$ cat config.mk
export PLATFORM = sky130hd
export DESIGN_NAME = d_phy_clk_lane_ctrl
export DESIGN_NICKNAME = d
export VERILOG_FILES = /design/src/rtl/csi_param_pkg.sv /design/src/rtl/d_phy_interval_cnt.sv /design/src/rtl/d_phy_clk_lane_ctrl.sv
export SDC_FILE = /design/constraint.sdc
export NUM_CORES = 1
export LEC_CHECK = 0
export BUFFER_PORTS_ARGS = -buffer_cell sky130_fd_sc_hd__buf_2
export CORE_AREA = 2 2 45 47
export CTS_BUF_LIST = sky130_fd_sc_hd__clkbuf_2 sky130_fd_sc_hd__clkbuf_4 sky130_fd_sc_hd__clkbuf_8
export CTS_CLUSTER_DIAMETER = 150
export DETAILED_ROUTE_END_ITERATION = 7
export DIE_AREA = 0 0 47 49
export GPL_ROUTABILITY_DRIVEN = 0
export MAX_ROUTING_LAYER = met4
export PLACE_DENSITY = 0.74
export SLEW_MARGIN = 30
export SYNTH_ARGS = -nofsm -noshare
export SYNTH_HDL_FRONTEND = slang
export SYNTH_SLANG_ARGS = --single-unit
$ cat constraint.sdc
create_clock -name hs_tx_word_clk -period 1.8 [get_ports hs_tx_word_clk]
set_input_delay 0.18 -clock hs_tx_word_clk [delete_from_list [all_inputs] [get_ports hs_tx_word_clk]]
set_output_delay 0.18 -clock hs_tx_word_clk [all_outputs]
set_load 0.03 [all_outputs]
$ cat src/rtl/csi_param_pkg.sv
// Shared constants and types for the D-PHY clock lane sequencer.
// Latency: n/a (declarations only).
// Backpressure: n/a (declarations only).
package csi_param_pkg;

  localparam logic LOW  = 1'b0;
  localparam logic HIGH = 1'b1;

  // Default interval lengths, in word-clock cycles
  localparam int T_LPX_DEF         = 2;
  localparam int T_CLK_PREPARE_DEF = 3;
  localparam int T_CLK_ZERO_DEF    = 10;
  localparam int T_CLK_PRE_DEF     = 4;
  localparam int T_CLK_POST_DEF    = 8;
  localparam int T_CLK_TRAIL_DEF   = 3;
  localparam int T_HS_EXIT_DEF     = 4;

  typedef enum logic [3:0] {
    STOP      = 4'd0,
    HS_RQST   = 4'd1,
    HS_PREP   = 4'd2,
    HS_ZERO   = 4'd3,
    HS_PRE    = 4'd4,
    HS_ACTIVE = 4'd5,
    HS_POST   = 4'd6,
    HS_TRAIL  = 4'd7,
    HS_EXIT   = 4'd8
  } clk_lane_state_t;

  // A zero-length interval is stretched to one cycle so every state is visited.
  function automatic int eff_len(input int n);
    return (n < 1) ? 1 : n;
  endfunction

endpackage

$ cat src/rtl/d_phy_interval_cnt.sv
// Down-counter timing one sequencer interval; done while the count reads 0.
// Latency: load takes effect on the next edge; done is decoded from the register.
// Backpressure: none; decrement stops at 0 so the count never wraps.
module d_phy_interval_cnt #(
  parameter int CNT_W = 8
) (
  input  logic             i_clk,
  input  logic             i_rst_n,
  input  logic             i_load,
  input  logic [CNT_W-1:0] i_load_val,
  input  logic             i_dec,
  output logic             o_done
);

  logic [CNT_W-1:0] r_cnt;

  // Load on state entry, otherwise count down and hold at zero
  always_ff @(posedge i_clk) begin
    if (!i_rst_n) begin
      r_cnt <= '0;
    end else if (i_load) begin
      r_cnt <= i_load_val;
    end else if (i_dec && (r_cnt != '0)) begin
      r_cnt <= r_cnt - 1'b1;
    end
  end

  assign o_done = (r_cnt == '0);

endmodule

$ cat src/rtl/d_phy_clk_lane_ctrl.sv
// D-PHY master clock lane sequencer: LP->HS entry, HS clocking, HS->LP exit.
// Latency: outputs are registered from the state register (one cycle behind state).
// Backpressure: none; entry and exit sequences always run to completion.
module d_phy_clk_lane_ctrl
  import csi_param_pkg::*;
#(
  parameter int T_LPX         = T_LPX_DEF,
  parameter int T_CLK_PREPARE = T_CLK_PREPARE_DEF,
  parameter int T_CLK_ZERO    = T_CLK_ZERO_DEF,
  parameter int T_CLK_PRE     = T_CLK_PRE_DEF,
  parameter int T_CLK_POST    = T_CLK_POST_DEF,
  parameter int T_CLK_TRAIL   = T_CLK_TRAIL_DEF,
  parameter int T_HS_EXIT     = T_HS_EXIT_DEF,
  parameter int CNT_W         = 8
) (
  input  logic hs_tx_word_clk,
  input  logic rst_n,
  input  logic tx_request_hs,
  output logic tx_ready_hs,
  output logic stop_state,
  output logic lp_dp,
  output logic lp_dn,
  output logic hs_en,
  output logic clk_gate_en
);

  // Counter load values: a state of length N loads N-1 and leaves when it reads 0
  localparam logic [CNT_W-1:0] L_LPX   = CNT_W'(eff_len(T_LPX) - 1);
  localparam logic [CNT_W-1:0] L_PREP  = CNT_W'(eff_len(T_CLK_PREPARE) - 1);
  localparam logic [CNT_W-1:0] L_ZERO  = CNT_W'(eff_len(T_CLK_ZERO) - 1);
  localparam logic [CNT_W-1:0] L_PRE   = CNT_W'(eff_len(T_CLK_PRE) - 1);
  localparam logic [CNT_W-1:0] L_POST  = CNT_W'(eff_len(T_CLK_POST) - 1);
  localparam logic [CNT_W-1:0] L_TRAIL = CNT_W'(eff_len(T_CLK_TRAIL) - 1);
  localparam logic [CNT_W-1:0] L_EXIT  = CNT_W'(eff_len(T_HS_EXIT) - 1);

  clk_lane_state_t  r_state;
  clk_lane_state_t  w_next_state;
  logic             w_load;
  logic [CNT_W-1:0] w_load_val;
  logic             w_done;

  logic w_tx_ready_hs;
  logic w_stop_state;
  logic w_lp_dp;
  logic w_lp_dn;
  logic w_hs_en;
  logic w_clk_gate_en;

  logic r_tx_ready_hs;
  logic r_stop_state;
  logic r_lp_dp;
  logic r_lp_dn;
  logic r_hs_en;
  logic r_clk_gate_en;

  d_phy_interval_cnt #(
    .CNT_W (CNT_W)
  ) u_interval_cnt (
    .i_clk      (hs_tx_word_clk),
    .i_rst_n    (rst_n),
    .i_load     (w_load),
    .i_load_val (w_load_val),
    .i_dec      (!w_load),
    .o_done     (w_done)
  );

  // State register
  always_ff @(posedge hs_tx_word_clk) begin
    if (!rst_n) begin
      r_state <= STOP;
    end else begin
      r_state <= w_next_state;
    end
  end

  // Next state; every transition into a timed state loads that state's interval
  always_comb begin
    w_next_state = r_state;
    w_load       = 1'b0;
    w_load_val   = '0;
    case (r_state)
      STOP: begin
        if (tx_request_hs) begin
          w_next_state = HS_RQST;
          w_load       = 1'b1;
          w_load_val   = L_LPX;
        end
      end
      HS_RQST: begin
        if (w_done) begin
          w_next_state = HS_PREP;
          w_load       = 1'b1;
          w_load_val   = L_PREP;
        end
      end
      HS_PREP: begin
        if (w_done) begin
          w_next_state = HS_ZERO;
          w_load       = 1'b1;
          w_load_val   = L_ZERO;
        end
      end
      HS_ZERO: begin
        if (w_done) begin
          w_next_state = HS_PRE;
          w_load       = 1'b1;
          w_load_val   = L_PRE;
        end
      end
      HS_PRE: begin
        if (w_done) begin
          w_next_state = HS_ACTIVE;
        end
      end
      HS_ACTIVE: begin
        // A request that dropped during entry is seen here after one cycle
        if (!tx_request_hs) begin
          w_next_state = HS_POST;
          w_load       = 1'b1;
          w_load_val   = L_POST;
        end
      end
      HS_POST: begin
        if (w_done) begin
          w_next_state = HS_TRAIL;
          w_load       = 1'b1;
          w_load_val   = L_TRAIL;
        end
      end
      HS_TRAIL: begin
        if (w_done) begin
          w_next_state = HS_EXIT;
          w_load       = 1'b1;
          w_load_val   = L_EXIT;
        end
      end
      HS_EXIT: begin
        // Requests arriving during exit are only honoured from STOP
        if (w_done) begin
          w_next_state = STOP;
        end
      end
      default: begin
        w_next_state = STOP;
      end
    endcase
  end

  // Per-state output decode; LP lines are driven low whenever the HS driver is on
  always_comb begin
    w_tx_ready_hs = LOW;
    w_stop_state  = LOW;
    w_lp_dp       = LOW;
    w_lp_dn       = LOW;
    w_hs_en       = LOW;
    w_clk_gate_en = LOW;
    case (r_state)
      STOP: begin
        w_stop_state = HIGH;
        w_lp_dp      = HIGH;
        w_lp_dn      = HIGH;
      end
      HS_RQST: begin
        w_lp_dn = HIGH;
      end
      HS_PREP: begin
        w_lp_dp = LOW;
      end
      HS_ZERO, HS_TRAIL: begin
        w_hs_en = HIGH;
      end
      HS_PRE, HS_POST: begin
        w_hs_en       = HIGH;
        w_clk_gate_en = HIGH;
      end
      HS_ACTIVE: begin
        w_hs_en       = HIGH;
        w_clk_gate_en = HIGH;
        w_tx_ready_hs = HIGH;
      end
      HS_EXIT: begin
        w_lp_dp = HIGH;
        w_lp_dn = HIGH;
      end
      default: begin
        w_stop_state = HIGH;
        w_lp_dp      = HIGH;
        w_lp_dn      = HIGH;
      end
    endcase
  end

  // Output registers; reset forces LP-11 stop immediately with no exit sequence
  always_ff @(posedge hs_tx_word_clk) begin
    if (!rst_n) begin
      r_tx_ready_hs <= LOW;
      r_stop_state  <= HIGH;
      r_lp_dp       <= HIGH;
      r_lp_dn       <= HIGH;
      r_hs_en       <= LOW;
      r_clk_gate_en <= LOW;
    end else begin
      r_tx_ready_hs <= w_tx_ready_hs;
      r_stop_state  <= w_stop_state;
      r_lp_dp       <= w_lp_dp;
      r_lp_dn       <= w_lp_dn;
      r_hs_en       <= w_hs_en;
      r_clk_gate_en <= w_clk_gate_en;
    end
  end

  assign tx_ready_hs = r_tx_ready_hs;
  assign stop_state  = r_stop_state;
  assign lp_dp       = r_lp_dp;
  assign lp_dn       = r_lp_dn;
  assign hs_en       = r_hs_en;
  assign clk_gate_en = r_clk_gate_en;

endmodule

==> out/qor.yml, run 1 <==
outcome:
  status: "complete, no violations"
setup_path:
  crit_path_end_kind: "register"
  cp-start-kind: "register"
  crit_path_max_incr_delay_ps: 350
  cp_slowest_cell: "dfxtp_2"
  crit_chain: "inv_2 -> ha_4 -> nor4b_4 -> nand2_2 -> buf_4 -> a22o_4 -> o41ai_4"
  crit_buf_inv: 2
  critical_path.max_fanout: 6
  cp_top_family: "compound AO/OA/AOI/OAI gates"
  required_ps: 1990
  cp.arrival_ps: 1910
  criticalPathCategory: "reg2reg"
die:
  rows: 16
  die_h_um: 49
  die_area_um2: 2300
  start_util_pct: 50.5
  coreArea_um2: 1840
  num_io_pins: 9
  die_x_um: 47
placed_design:
  place_area_um2: 1030
  dp_hpwl_um: 1360
  io_buffers: 8
synth:
  syn_area_um2: 931
  ys.flop_type: "dfxtp_1"
  syn_avg_cell_area_um2: 8.24
  syn-num-nets: 117
  synthArstFlopShare_pct: 0
  postSynthCellCount: 113
  synth_edf_count: 0
  synth.distinct_cells: 35
  yosysWarnings: 0
  ys_ff_latch: 18
  synth_seq_area_share_pct: 38.7
sta:
  hold_violations: 0
  fin_crit_sh_pct: 95.8
  rsz0062_at_grt: "true"
  slew_violations: 0
  skew_ps: 3.15
  fmax_mhz: 580
  tightestPinTransition_ps: 399
  relSlewSlack_pct: 73.2
  period_needed_ps: 1720
  setup_viol: 0
cts:
  cts-hold-fix-buffers: 0
  cts_root_buf: "clkbuf_4"
  cts_tree: "yes"
  clkLatencyLatePin_ps: 280
  cts_sinks: 18
  cts-buffers-inserted: 3
  cts.clk_slew.worst_paths_ps: 100
  htreeDepth: 1
  clock_path_buffers: 2
worst_hold_path:
  hold_path.class: "in2reg"
flow_run:
  max_cap_violations: 0
pwr:
  vdd_drop_max_mv: 1.18
  power.density_nw_per_um2: 2060
  power.leakage_nw: 0.458
  total_power_mw: 2.30
route:
  wl_per_cell_um: 12.4
  ant_nets: 0
  via_count: 827
  drt_wl_total_um: 1900
  drcViolationCount: 0
  drt_iter0_markers: 32
  dr.pass1.iters: 4
  vias_per_cell: 5.41
grt:
  grt_overflow: 0
  grt_pass1_vias: 728
  grt.busiest_layer: "met2"
  gr-usage-met1_pct: 24.9
  use_met2_pct: 26.5
  met3_usage_pct: 6.67
  grt_max_degree: 16
  antenna_found_initial: 0
  grt_pass1_wl_um: 3070
  grtUsageTotal_pct: 18.6
final_layout:
  multiInputGateArea_um2: 564
  drive_gt1_share_pct: 28.6
  final_area_um2: 1110
  diodes: 0
  synthToLayoutAreaGrowth_pct: 19.8
  regArea_um2: 365
  fillers: 164
  fin_nets: 131
==> repair_timing <==
action	4_1_cts	5_1_grt
setup buffers	0	1
endpoints found under the setup margin	0	4
gates resized for setup	0	11
==> metrics by stage <==
| stage | instances | util [%] | worst slack (ps) | setup TNS, ps | hold WS [ps] |
|---|---|---|---|---|---|
| global placement | 148 | 55.7 | 142 | 0 | 440 |
| global route | 153 | 60.5 | -36.6 | -50.1 | 122 |
| floorplan | 113 | - | 134 | 0 | 436 |
| finish | 153 | 60.5 | 75.2 | 0 | 147 |
| detailed placement | 148 | 55.7 | 43.5 | 0 | 436 |
| CTS | 152 | 57.7 | 17.8 | 0 | 130 |
==> routing by layer <==
metal / share of wire (%) / vias up
li1: - / 427
met1: 45 / 386
met2: 50 / 12
met3: 3.8 / 2
met4: 0.63 / 0
met5: 0 / -
==> layout make-up <==
cell class	instances	share of cell area (%)
sequential	18	32.8
clock buffer	4	3.25
inverter	4	1.35
tap	27	3.03
timing repair buffer	16	8.98
multi-input combinational	84	50.6
==> final timing paths <==
check	cells after the start	slack [ps]	to	from
worst max register to register	7	80	r_state[1]	u_interval_cnt.r_cnt[1]
worst max-delay path	7	80	r_state[1]	u_interval_cnt.r_cnt[1]
worst min register to register	2	510	u_interval_cnt.r_cnt[6]	u_interval_cnt.r_cnt[7]
worst min-delay path	2	150	stop_state	rst_n
==> state kept, by name, summed over array words and instances (netlist names) <==
signal / cells
stop_state: 1
lp_dp: 1
clk_gate_en: 1
r_state: 4
u_interval_cnt.r_cnt: 8
hs_en: 1
lp_dn: 1
tx_ready_hs: 1
==> synthesized netlist by cell type, types with 2 or more instances <==
| cell type | n | share of area, % |
|---|---|---|
| dfxtp_1 | 18 | 39 |
| nor2_1 | 17 | 6.9 |
| nor3_1 | 9 | 4.8 |
| a21oi_1 | 8 | 4.3 |
| nand2_1 | 7 | 2.8 |
| inv_1 | 4 | 1.6 |
| xnor2_1 | 4 | 3.8 |
| buf_2 | 3 | 1.6 |
| clkbuf_1 | 3 | 1.2 |
| mux2i_1 | 3 | 3.2 |
| nand3_1 | 3 | 1.6 |
| nand4_1 | 3 | 2.0 |
| nor2b_1 | 3 | 2.0 |
| o21ai_0 | 3 | 1.6 |
| nor3b_1 | 2 | 1.6 |
| o31ai_1 | 2 | 1.6 |
| or2_2 | 2 | 1.3 |
| or3_1 | 2 | 1.3 |
==> power breakdown <==
group	internal (mW)	switching, mW	total [mW]
clock	0.123	0.113	0.236
sequential	0.526	0.151	0.677
combinational	0.660	0.724	1.38
total	1.31	0.989	2.30
==> layout by cell type (no fill, tap or decap), drive strengths merged <==
master   n
nand4    3
a21oi    8
o21ai    4
nor2    17
nor3     9
xor2     1
or3      2
a22o     1
nand3    3
o211ai   1
and3b    1
o31ai    3
inv      4
mux2i    3
buf     16
nor2b    3
o31a     1
and2     1
nor3b    2
nand2b   1
a211oi   1
dfxtp   18
and3     1
ha       1
o41ai    1
xnor2    4
o221a    1
or2      2
clkbuf   4
nor4b    1
nand2    8
==> cells by family after synthesis <==
kind of cell	share of synthesized area [%]
xor+xnor	4.70
buf+inv	4.97
fa+ha+maj	1.34
mux	3.23
compound gates	16.4
flops	38.7
simple gates	30.6
No activity file was read; power rests on OpenSTA's default activity.
==> run 2, diff against run 1 <==
--- a/config.mk
+++ b/config.mk
@@ -14,6 +14,7 @@
 export GPL_ROUTABILITY_DRIVEN = 0
 export MAX_ROUTING_LAYER = met4
 export PLACE_DENSITY = 0.74
+export REMOVE_ABC_BUFFERS = 1
 export SLEW_MARGIN = 30
 export SYNTH_ARGS = -nofsm -noshare
 export SYNTH_HDL_FRONTEND = slang
==> run 2 against run 1 <==
Effect of this change:
- utilization decreased by 2.1 points
- via count up 0.97%
- register-to-register slack improved by 20 ps
- sequential cell count did not move
- final area shrank 3.5%
- combinational power shrank 7%
- non-clock buffer count shrank 1
- sequential share of layout area is 0.83 points higher
- clock-buffer cell count is the same
- fmax rose by 1.1%
- critical path type unchanged
- critical endpoint unchanged
- highest routed layer unchanged
==> out/qor.yml, run 2 (same netlist as run 1, synthesis figures left out) <==
outcome:
  status: "complete, no violations"
setup_path:
  crit_path_max_incr_delay_ps: 350
  cp.arrival_ps: 1910
  required_ps: 2000
  reg2reg_from: "u_interval_cnt.r_cnt[1]"
  crit_buf_inv: 2
  worstSetupEndpoint: "r_state[1]"
  rrSetupSlack_ps: 90
  critical_path.max_fanout: 5
  reg2regPathDepth: 7
  startpoint: "u_interval_cnt.r_cnt[1]"
  crit_chain: "inv_1 -> ha_4 -> nor4b_4 -> nand2_2 -> buf_4 -> a22o_1 -> o41ai_1"
  worstSetupPathDepth: 7
  criticalPathCategory: "reg2reg"
  cp_slowest_cell: "dfxtp_1"
  crit_path_end_kind: "register"
  cp_top_family: "compound AO/OA/AOI/OAI gates"
  cp-start-kind: "register"
  rr_endpoint: "r_state[1]"
sta:
  fmax_mhz: 586
  holdWs_ps: 129
  tns_ps: 0
  period_needed_ps: 1710
  rsz0062_at_grt: "false"
  slew_violations: 0
  fin_crit_sh_pct: 94.7
  skew_ps: 5.33
  hold_violations: 0
  relSlewSlack_pct: 73.1
  tightestPinTransition_ps: 403
  setup_viol: 0
die:
  die_x_um: 47
  start_util_pct: 50.5
  rows: 16
  die_h_um: 49
  die_area_um2: 2300
  num_io_pins: 9
  coreArea_um2: 1840
route:
  wl_per_cell_um: 12.0
  drt_iter0_markers: 17
  via_count: 835
  ant_nets: 0
  drcViolationCount: 0
  dr.pass1.iters: 4
  vias_per_cell: 5.49
  drt_wl_total_um: 1820
placed_design:
  place_area_um2: 1030
  io_buffers: 8
  dp_hpwl_um: 1380
cts:
  cts.clk_slew.worst_paths_ps: 100
  post_cts_buffers: 0
  cts-buffers-inserted: 3
  cts_root_buf: "clkbuf_4"
  htreeDepth: 1
  clock_path_buffers: 2
  cts_sinks: 18
  cts-hold-fix-buffers: 0
  cts_resized: 0
  clkLatencyLatePin_ps: 300
  cts_tree: "yes"
final_layout:
  fin_nets: 130
  synthToLayoutAreaGrowth_pct: 15.6
  diodes: 0
  fillers: 180
  final_area_um2: 1080
  drive_gt1_share_pct: 23.2
  max_flop_register: "u_interval_cnt.r_cnt"
  most-common-layout-cells: "17 x nor2_1, 17 x dfxtp_1, 9 x nor3_1"
  reg_top3: "u_interval_cnt.r_cnt (8), r_state (4)"
  largest_register_ffs: 8
pwr:
  power.leakage_nw: 0.436
  vdd_drop_max_mv: 1.04
  total_power_mw: 2.19
  power.density_nw_per_um2: 2040
grt:
  grt_max_degree: 16
  antenna_found_initial: 0
  grt_pass1_vias: 744
  grt_pass1_wl_um: 3080
  grtUsageTotal_pct: 18.8
  grt_overflow: 0
worst_hold_path:
  hold_path.class: "in2reg"
flow_run:
  max_cap_violations: 0
run 2: worst min path at each step:
stage | start | endpoint | slack [ps] | cells past startpoint
final | rst_n | stop_state | 130 | 2
after global routing | rst_n | stop_state | 130 | 2
after CTS | rst_n | stop_state | 140 | 2
after detailed placement | rst_n | stop_state | 440 | 2
after global placement | rst_n | stop_state | 440 | 2
after floorplan | rst_n | stop_state | 240 | 1
run 2: report_power, final:
group	internal, mW	total (mW)	switching [mW]	leakage (nW)
logic	0.591	1.28	0.686	0.267
registers	0.521	0.664	0.143	0.147
clock network	0.123	0.251	0.128	0.0210
run 2: metal layers:
metal / GRT usage (%) / vias up / routed length, um
li1: - / 421 / -
met5: - / - / 0
met1: 24.1 / 375 / 826
met2: 28.3 / 32 / 855
met3: 2.22 / 7 / 93
met4: 9.72 / 0 / 48
run 2: area by class of cell:
| cell class | count | area, um2 | area share (%) |
|---|---|---|---|
| Multi-Input combinational cell | 84 | 537 | 49.9 |
| Timing Repair Buffer | 15 | 92.6 | 8.60 |
| Inverter | 4 | 15.0 | 1.40 |
| Sequential cell | 18 | 362 | 33.6 |
| Clock buffer | 4 | 36.3 | 3.37 |
| Tap cell | 27 | 33.8 | 3.14 |
run 2: metrics by stage:
stage | std cells | util [%] | worst slack, ps
CTS | 152 | 57.7 | 17.2
global route | 152 | 58.4 | 25.1
floorplan | 106 | - | 27.6
global placement | 148 | 55.7 | 132
finish | 152 | 58.4 | 94.8
detailed placement | 148 | 55.7 | 50.6
